$ cat config.mk
export PLATFORM = sky130hd
export DESIGN_NAME = hex_entry
export DESIGN_NICKNAME = d
export VERILOG_FILES = /design/src/rtl/hex_entry_pkg.sv /design/src/rtl/hex_entry_debouncer.sv /design/src/rtl/hex_entry.sv
export SDC_FILE = /design/constraint.sdc
export NUM_CORES = 1
export LEC_CHECK = 0
export ABC_AREA = 1
export BUFFER_PORTS_ARGS = -buffer_cell sky130_fd_sc_hd__clkbuf_2
export CAP_MARGIN = 10
export CORE_MARGIN = 2
export CORE_UTILIZATION = 50
export CTS_BUF_LIST = sky130_fd_sc_hd__clkbuf_16
export CTS_CLUSTER_DIAMETER = 200
export DETAILED_ROUTE_END_ITERATION = 7
export PLACE_DENSITY = 0.71
export SYNTH_ARGS = -nofsm -noshare
export SYNTH_HDL_FRONTEND = slang
export SYNTH_SLANG_ARGS = --single-unit
$ cat constraint.sdc
create_clock -name clk -period 3.5 [get_ports clk]
set_input_delay 0.7 -clock clk [delete_from_list [all_inputs] [get_ports clk]]
set_output_delay 0.7 -clock clk [all_outputs]
set_load 0.005 [all_outputs]
$ cat src/rtl/hex_entry_pkg.sv
// Shared constants, input bit map and action encoding for the hex entry front end.
// Pure declarations; no logic, no latency, no flow control.
package hex_entry_pkg;

    localparam int NDIG_MAX      = 8;
    localparam int DB_TICKS_DFLT = 200_000;

    // Debounced input vector layout: switches in [15:0], then the three buttons.
    localparam int N_IN    = 19;
    localparam int IDX_DEL = 16;
    localparam int IDX_CLR = 17;
    localparam int IDX_ENT = 18;

    typedef enum logic [2:0] {
        ACT_NONE = 3'd0,
        ACT_CLR  = 3'd1,
        ACT_DEL  = 3'd2,
        ACT_ENT  = 3'd3,
        ACT_DIG  = 3'd4
    } act_e;

    function automatic logic [3:0] lowest_idx(input logic [15:0] v);
        logic [3:0] idx;
        idx = 4'd0;
        for (int i = 15; i >= 0; i--) begin
            if (v[i]) idx = 4'(i);
        end
        return idx;
    endfunction

endpackage

$ cat src/rtl/hex_entry_debouncer.sv
// Two-flop synchronizer plus tick-sampled debounce for N raw inputs, one shared prescaler.
// Latency: 2 cycles to sync, then 1-2 ticks to db; free-running, no backpressure.
module debouncer
    import hex_entry_pkg::*;
#(
    parameter int N        = N_IN,
    parameter int DB_TICKS = DB_TICKS_DFLT,
    parameter int DB_W     = 18
)(
    input  logic         clk,
    input  logic         rst,
    input  logic [N-1:0] i_raw,
    output logic [N-1:0] o_sync,
    output logic [N-1:0] o_db
);

    logic [N-1:0]    r_s1;
    logic [N-1:0]    r_s2;
    logic [N-1:0]    r_smp;
    logic [N-1:0]    r_db;
    logic [DB_W-1:0] r_cnt;
    logic            w_tick;
    logic [N-1:0]    w_eq;

    assign w_tick = (r_cnt == DB_W'(DB_TICKS - 1));
    // A bit is accepted only when it matches the value seen on the previous tick.
    assign w_eq   = ~(r_s2 ^ r_smp);

    always_ff @(posedge clk) begin
        r_s1 <= i_raw;
        r_s2 <= r_s1;
        if (rst) begin
            r_cnt <= '0;
            r_smp <= r_s2;
            r_db  <= r_s2;
        end else begin
            r_cnt <= w_tick ? '0 : r_cnt + 1'b1;
            if (w_tick) begin
                r_smp <= r_s2;
                r_db  <= (r_db & ~w_eq) | (r_s2 & w_eq);
            end
        end
    end

    assign o_sync = r_s2;
    assign o_db   = r_db;

endmodule

$ cat src/rtl/hex_entry.sv
// Hex digit entry: debounced switches/buttons drive a shifting 8-digit entry and a commit strobe.
// Latency: outputs update one clk after the debounced edge; no backpressure, events can be dropped.
module hex_entry
    import hex_entry_pkg::*;
#(
    parameter int DB_TICKS = DB_TICKS_DFLT,
    parameter int DB_W     = 18
)(
    input  logic        clk,
    input  logic        rst,
    input  logic [15:0] sw,
    input  logic        btn_del,
    input  logic        btn_clr,
    input  logic        btn_ent,
    output logic [31:0] d,
    output logic [3:0]  ndig,
    output logic [31:0] dout,
    output logic        dout_vld
);

    logic [N_IN-1:0] w_raw;
    logic [N_IN-1:0] w_sync;
    logic [N_IN-1:0] w_db;
    logic [N_IN-1:0] r_db_q;
    logic [15:0]     w_sw_ev;
    logic            w_del_ev;
    logic            w_clr_ev;
    logic            w_ent_ev;
    act_e            w_act;
    logic [3:0]      w_idx;

    logic [31:0]     r_d;
    logic [3:0]      r_ndig;
    logic [31:0]     r_dout;
    logic            r_dout_vld;

    assign w_raw = {btn_ent, btn_clr, btn_del, sw};

    debouncer #(
        .N        (N_IN),
        .DB_TICKS (DB_TICKS),
        .DB_W     (DB_W)
    ) u_debouncer (
        .clk    (clk),
        .rst    (rst),
        .i_raw  (w_raw),
        .o_sync (w_sync),
        .o_db   (w_db)
    );

    assign w_sw_ev  = w_db[15:0] ^ r_db_q[15:0];
    assign w_del_ev = w_db[IDX_DEL] & ~r_db_q[IDX_DEL];
    assign w_clr_ev = w_db[IDX_CLR] & ~r_db_q[IDX_CLR];
    assign w_ent_ev = w_db[IDX_ENT] & ~r_db_q[IDX_ENT];

    always_comb begin
        w_act = ACT_NONE;
        w_idx = lowest_idx(w_sw_ev);
        if (w_clr_ev)      w_act = ACT_CLR;
        else if (w_del_ev) w_act = ACT_DEL;
        else if (w_ent_ev) w_act = ACT_ENT;
        else if (|w_sw_ev) w_act = ACT_DIG;
    end

    always_ff @(posedge clk) begin
        if (rst) begin
            // db reloads from the synchronizer during reset, so seed the edge register the same way.
            r_db_q     <= w_sync;
            r_d        <= '0;
            r_ndig     <= '0;
            r_dout     <= '0;
            r_dout_vld <= 1'b0;
        end else begin
            r_db_q     <= w_db;
            r_dout_vld <= 1'b0;
            case (w_act)
                ACT_CLR: begin
                    r_d    <= '0;
                    r_ndig <= '0;
                end
                ACT_DEL: begin
                    r_d <= {4'h0, r_d[31:4]};
                    if (r_ndig != 4'd0) r_ndig <= r_ndig - 4'd1;
                end
                ACT_ENT: begin
                    r_dout     <= r_d;
                    r_dout_vld <= 1'b1;
                end
                ACT_DIG: begin
                    r_d <= {r_d[27:0], w_idx};
                    if (r_ndig < 4'(NDIG_MAX)) r_ndig <= r_ndig + 4'd1;
                end
                default: begin
                end
            endcase
        end
    end

    assign d        = r_d;
    assign ndig     = r_ndig;
    assign dout     = r_dout;
    assign dout_vld = r_dout_vld;

endmodule

* Word-level counts from Yosys, hierarchy flattened
Index checks and enable logic that the tools add are counted.
Word-level totals: flip-flop bits (word level) 182, bits of input ports 21, output and inout bits 69, word-level logic and storage cells 70
Operators by class: add/sub/neg operators 3, $lt $le $gt $ge 1, equal/unequal tests 7, mux-type cells 30, bitwise logic cells 13, reductions and logical operators 6
Operators by type and width (count):
- 32-bit one-hot mux with 3 select lines | 1
- 19-bit two-way mux | 5
- 4-bit two-way mux | 18
- 19-bit AND | 2
- 19-bit NOT | 2
- 19-bit bitwise OR | 1
- 19-bit XOR | 1
- 18-bit by 1-bit adder with 18-bit output, second input constant | 1
- 18-bit == test, second input constant | 1
- 16-bit OR reduction | 1
- 16-bit XOR | 1
- 3-bit two-way mux | 4
- 4-bit one-hot mux with 3 select lines | 1
- 3-bit by 2-bit == test with 1-bit output, second input constant | 2
- 4-bit by 1-bit adder with 4-bit output, second input constant | 1
- 4-bit < comparator, second input constant | 1
- 2-bit inequality test, second input constant | 2
- 4-bit nonzero test | 1
- 4-bit by 1-bit subtractor with 4-bit output, second input constant | 1
- 1-bit AND | 3
- 3-bit by 1-bit == test with 1-bit output, second input constant | 1
- 3-bit == test, second input constant | 1
- 1-bit NOT | 3
- 3-bit AND reduction | 1
- other kinds (4) | 4

* Depth between registers and ports, before layout
depth in word-level cells 18, mapped depth 19, gate-level depth less buffers 19

* Modules after synthesis
A second synthesis with hierarchy kept.
Unflattened totals: cells, all modules 844, area, all modules 7218.2 sq um
By module, submodules not included:
- hex_entry | instances 1, cells each 494, area an instance 3722.3 sq um, sequential area each 1761.7 sq um
- debouncer | instances 1, cells each 350, area an instance 3495.9 sq um, sequential area each 2262.2 sq um

* Worst setup path after synthesis
Ideal clock, no wire load.
kind register to register, start register (tool-made name), end register r_ndig[3] (netlist: ndig[3]), library setup time 125 ps, arrival time 2053 ps, required time 3375 ps, path slack 1322 ps, stages on the path, launching flop included 15, path buffers 1, period minus slack after synthesis 2178 ps, cells stage by stage edfxtp_1 > xnor2_1 > and2_1 > nand2_1 > nor2_2 > nand2_2 > nand2_4 > buf_2 > ha_1 > a21oi_1 > nand2_1 > xor2_1 > o21ai_2 > o21ai_1 > nor2_2
RTL lines:
- end signal, assigned | RTL line hex_entry.sv:83 | if (r_ndig != 4'd0) r_ndig <= r_ndig - 4'd1;
- end signal, assigned | RTL line hex_entry.sv:91 | if (r_ndig < 4'(NDIG_MAX)) r_ndig <= r_ndig + 4'd1;
- end, declared | RTL line hex_entry.sv:33 | logic [3:0] r_ndig;

==> impl_results.html <==
<table>
<tr><th>Metric</th><th>Value</th></tr>
<tr><th colspan="2">Clock tree</th></tr>
<tr><td>CTS max path bufs</td><td>2</td></tr>
<tr><td>Cts repair resizes</td><td>0</td></tr>
<tr><td>Quantity of hold-fixing buffers added after cts</td><td>0</td></tr>
<tr><td>Clock H-tree levels</td><td>4</td></tr>
<tr><td>Clock network latency to the later pin of the worst-skew pair</td><td>430 ps</td></tr>
<tr><td>Clk root buf</td><td>clkbuf_16</td></tr>
<tr><td>Post CTS Setup Buffer Count</td><td>0</td></tr>
<tr><td>Clock Sinks</td><td>182</td></tr>
<tr><td>Clock slew at reported path FFs</td><td>60 ps</td></tr>
<tr><td>Clock tree from TritonCTS</td><td>done</td></tr>
<tr><td>Number of clock buffers inserted by TritonCTS</td><td>17</td></tr>
<tr><th colspan="2">Critical path</th></tr>
<tr><td>Critical path type</td><td>reg2reg</td></tr>
<tr><td>Cell-by-cell listing of the critical path</td><td>xnor2_1 -&gt; and2_1 -&gt; nand2_1 -&gt; nor2_2 -&gt; nand2_2 -&gt; nand2_4 -&gt; ha_1 -&gt; a21oi_1 -&gt; nand2_1 -&gt; xor2_1 -&gt; o21ai_2 -&gt; o21ai_1 -&gt; nor2_2</td></tr>
<tr><td>Critical-path cell with the highest stage delay</td><td>edfxtp_1</td></tr>
<tr><td>Setup crit start kind</td><td>flop</td></tr>
<tr><td>Crit Path Max Fanout</td><td>23</td></tr>
<tr><td>Critical Path End Type</td><td>flop</td></tr>
<tr><td>Combined buffer and inverter count along the critical path</td><td>0</td></tr>
<tr><td>Data arrival time at the worst-slack endpoint</td><td>2750 ps</td></tr>
<tr><td>Endpoint required time on the critical path</td><td>3790 ps</td></tr>
<tr><td>Gate family responsible for the most delay along the worst path</td><td>simple AND/OR/NAND/NOR gates</td></tr>
<tr><td>Crit path largest cell delay</td><td>410 ps</td></tr>
<tr><th colspan="2">Placement</th></tr>
<tr><td># port buffers</td><td>89</td></tr>
<tr><td>Post-DP HPWL</td><td>9.21 mm</td></tr>
<tr><td>Final weighted congestion in routability-driven placement</td><td>0.889</td></tr>
<tr><th colspan="2">Detailed routing</th></tr>
<tr><td>Via count</td><td>5362</td></tr>
<tr><td>DR WL/cell</td><td>13.3 um</td></tr>
<tr><td>Detailed-routed wire length on met3</td><td>709 um</td></tr>
<tr><td>Met1 layer wirelength in the final routing</td><td>5.91 mm</td></tr>
<tr><td>Antenna viol nets, final</td><td>0</td></tr>
<tr><td>Final Routed Wirelength</td><td>13.7 mm</td></tr>
<tr><td>Initial DRC count</td><td>456</td></tr>
<tr><td>Drt first pass iters</td><td>5</td></tr>
<tr><td>Highest metal used</td><td>met4</td></tr>
<tr><td>WL met2</td><td>6.77 mm</td></tr>
<tr><td>Drc violations</td><td>0</td></tr>
<tr><td>Vias per std cell</td><td>5.23</td></tr>
<tr><th colspan="2">Die</th></tr>
<tr><td>Placement row count</td><td>42</td></tr>
<tr><td>Die span in x</td><td>121 um</td></tr>
<tr><td>Die area</td><td>14600 sq um</td></tr>
<tr><td>Placeable core region</td><td>13300 sq um</td></tr>
<tr><td>Height of the die</td><td>121 um</td></tr>
<tr><td>Initial core utilization</td><td>0.513</td></tr>
<tr><td>Ports</td><td>90</td></tr>
<tr><th colspan="2">Run</th></tr>
<tr><td>Number of maximum-capacitance violations</td><td>0</td></tr>
<tr><th colspan="2">Global route</th></tr>
<tr><td>Final global-route overflow total</td><td>0</td></tr>
<tr><td>Combined global-route utilization of all metal layers</td><td>0.193</td></tr>
<tr><td>Number of antenna violations at the first check in global routing</td><td>0</td></tr>
<tr><td>Global-route wire length before repair</td><td>22.2 mm</td></tr>
<tr><td>Largest net degree at the start of global routing</td><td>92</td></tr>
<tr><td>Number of global-route vias before repair</td><td>4870</td></tr>
<tr><th colspan="2">Layout</th></tr>
<tr><td>Post-layout utilization of the core</td><td>0.597</td></tr>
<tr><td>Final antenna diode count</td><td>0</td></tr>
<tr><td>Share of final-layout standard cells stronger than drive strength 1</td><td>0.190</td></tr>
<tr><td>Number of filler instances in the final layout</td><td>1168</td></tr>
<tr><td>Sequential Area</td><td>4020 sq um</td></tr>
<tr><td>Area of the multi-input gates</td><td>2430 sq um</td></tr>
<tr><td>Post-synthesis to final-layout area growth</td><td>16.5%</td></tr>
<tr><td># nets final</td><td>862</td></tr>
<tr><th colspan="2">Power</th></tr>
<tr><td>PwrDens</td><td>579 nW/um^2</td></tr>
<tr><td>Clk pwr share</td><td>0.394</td></tr>
<tr><td>NetSw</td><td>1.14 mW</td></tr>
<tr><td>Switching Share</td><td>0.249</td></tr>
<tr><td>Leak</td><td>3.27 nW</td></tr>
<tr><td>Int Pwr</td><td>3.45 mW</td></tr>
<tr><td>Combinational cell fraction of total power</td><td>0.101</td></tr>
<tr><td>Maximum vdd drop</td><td>0.353 mV</td></tr>
<tr><td>Register share of total power</td><td>0.505</td></tr>
<tr><th colspan="2">STA</th></tr>
<tr><td>Worst-case headroom to the max-slew limit</td><td>0.288</td></tr>
<tr><td>Worst Max-Slew Pin Slew</td><td>1070 ps</td></tr>
<tr><td>Final clock period utilization by the worst path</td><td>0.704</td></tr>
<tr><td>Unrepaired setup endpoints after global routing</td><td>no</td></tr>
<tr><td>Final setup skew</td><td>8.14 ps</td></tr>
<tr><td>Time the final worst path needs with I/O delays and setup</td><td>2470 ps</td></tr>
<tr><td>Setup Total Neg Slack</td><td>0 ps</td></tr>
<tr><td>Endpoints failing setup</td><td>0</td></tr>
<tr><td>Top achievable clock speed</td><td>406 MHz</td></tr>
<tr><td>Final number of max-transition violations</td><td>0</td></tr>
<tr><td>Number of failing hold endpoints at the final stage</td><td>0</td></tr>
<tr><th colspan="2">Yosys</th></tr>
<tr><td>Synth area leaders</td><td>dfxtp_1 (42%), edfxtp_1 (17%), nand2_1 (9.8%)</td></tr>
<tr><td>Count of unique library cells instantiated by Yosys</td><td>39</td></tr>
<tr><td>YS warnings</td><td>0</td></tr>
<tr><td>Synthesized netlist net count</td><td>781</td></tr>
<tr><td>Portion of the post-synthesis area used by sequential elements</td><td>0.591</td></tr>
<tr><td>Fraction of registers with async set/reset</td><td>0</td></tr>
<tr><td>Number of enable flip-flop cells after synthesis</td><td>38</td></tr>
<tr><td>Flops &amp; latches, synth</td><td>182</td></tr>
<tr><td>Area fraction of the dominant cell type after synthesis</td><td>0.423</td></tr>
<tr><td>Post-Syn Instances</td><td>755</td></tr>
<tr><td>Post-synth top flop</td><td>dfxtp_1</td></tr>
<tr><td>Average instance area after synthesis</td><td>9.03 sq um</td></tr>
<tr><td>Syn Std Cell Area</td><td>6810 sq um</td></tr>
<tr><td>Cell type contributing the most total cell area after synthesis</td><td>dfxtp_1</td></tr>
<tr><th colspan="2">Run status</th></tr>
<tr><td>Status</td><td>completed</td></tr>
<tr><th colspan="2">Hold path</th></tr>
<tr><td>Hold WC Path Type</td><td>reg2reg</td></tr>
</table>
## cell families (layout without fill, tap and decap cells)
family          Yosys count  in the layout  share of synthesized area
compound gates          129            129                      0.111
xor+xnor                 17             17                     0.0219
fa+ha+maj                 5              5                     0.0103
buf+inv                  88            182                     0.0538
flops                   182            182                      0.591
simple gates            334            334                      0.212
## power by group through the flow
| stage | logic, mW | clock network (mW) | registers (mW) |
|---|---|---|---|
| 3_5_place_dp | 0.463 | 0 | 2.37 |
| 6_report | 0.465 | 1.81 | 2.32 |
| 5_1_grt | 0.528 | 1.94 | 2.33 |
| 2_1_floorplan | 0.366 | 0 | 2.35 |
| 3_3_place_gp | 0.443 | 0 | 2.36 |
| 4_1_cts | 0.469 | 1.85 | 2.32 |
## cell usage in the layout, fill, tap and decap left out, types with 6 or more instances in the layout
cell type | synthesis | final
nand2_1 | 178 | 178
dfxtp_1 | 144 | 144
clkbuf_2 | 0 | 89
nor2_1 | 71 | 70
a21oi_1 | 65 | 65
inv_1 | 50 | 53
nand3_1 | 38 | 38
edfxtp_1 | 38 | 38
a31oi_1 | 22 | 22
or2_2 | 20 | 20
clkbuf_16 | 0 | 17
a221oi_1 | 16 | 16
xor2_1 | 14 | 14
o21ai_0 | 11 | 11
o22ai_1 | 8 | 8
buf_4 | 1 | 6
## through the flow
step	hold slack, ps	cell area (sq um)	instances	total power [mW]	worst slack (ps)
6_report	326	7940	1025	4.60	1030
4_1_cts	327	7940	1025	4.64	1000
3_3_place_gp	310	7370	993	2.81	1140
2_1_floorplan	310	6810	755	2.72	1320
3_5_place_dp	312	7370	993	2.83	1030
5_1_grt	330	7940	1025	4.80	723
## routing by layer
| metal | global-route usage | vias to the layer above |
|---|---|---|
| met3 | 0.0453 | 28 |
| met1 | 0.230 | 2485 |
| met4 | 0.0930 | 0 |
| li1 | - | 2676 |
| met5 | 0 | - |
| met2 | 0.327 | 173 |
## area by class of cell
class | instances | share of cell area
sequential | 182 | 0.507
tap | 176 | 0.0277
multi-input combinational | 485 | 0.306
timing repair buffer | 95 | 0.0618
inverter | 55 | 0.0263
clock buffer | 17 | 0.0536
clock inverter | 15 | 0.0178
## path summary, 6_finish.rpt
kind	startpoint	end	slack, ps	cells after the start
setup reg to reg	flop	ndig[3]	1030	13
setup / recovery	flop	ndig[3]	1030	13
hold / removal	u_debouncer.r_s1[15]	u_debouncer.o_sync[15]	330	0
hold reg to reg	u_debouncer.r_s1[15]	u_debouncer.o_sync[15]	330	0
## Yosys cell counts, types with 2 or more instances
| master | instances |
|---|---|
| a21oi_1 | 65 |
| a221oi_1 | 16 |
| a31oi_1 | 22 |
| and2_1 | 2 |
| buf_2 | 6 |
| buf_6 | 3 |
| clkbuf_1 | 23 |
| dfxtp_1 | 144 |
| edfxtp_1 | 38 |
| ha_1 | 4 |
| inv_1 | 50 |
| inv_2 | 3 |
| nand2_1 | 178 |
| nand2_2 | 2 |
| nand3_1 | 38 |
| nand4_1 | 3 |
| nor2_1 | 71 |
| nor2_2 | 4 |
| nor3_1 | 5 |
| nor3b_1 | 2 |
| nor4_1 | 4 |
| o21ai_0 | 11 |
| o21ai_1 | 3 |
| o21ai_2 | 2 |
| o22ai_1 | 8 |
| or2_2 | 20 |
| xnor2_1 | 3 |
| xor2_1 | 14 |
(Power assumes the default switching activity.)
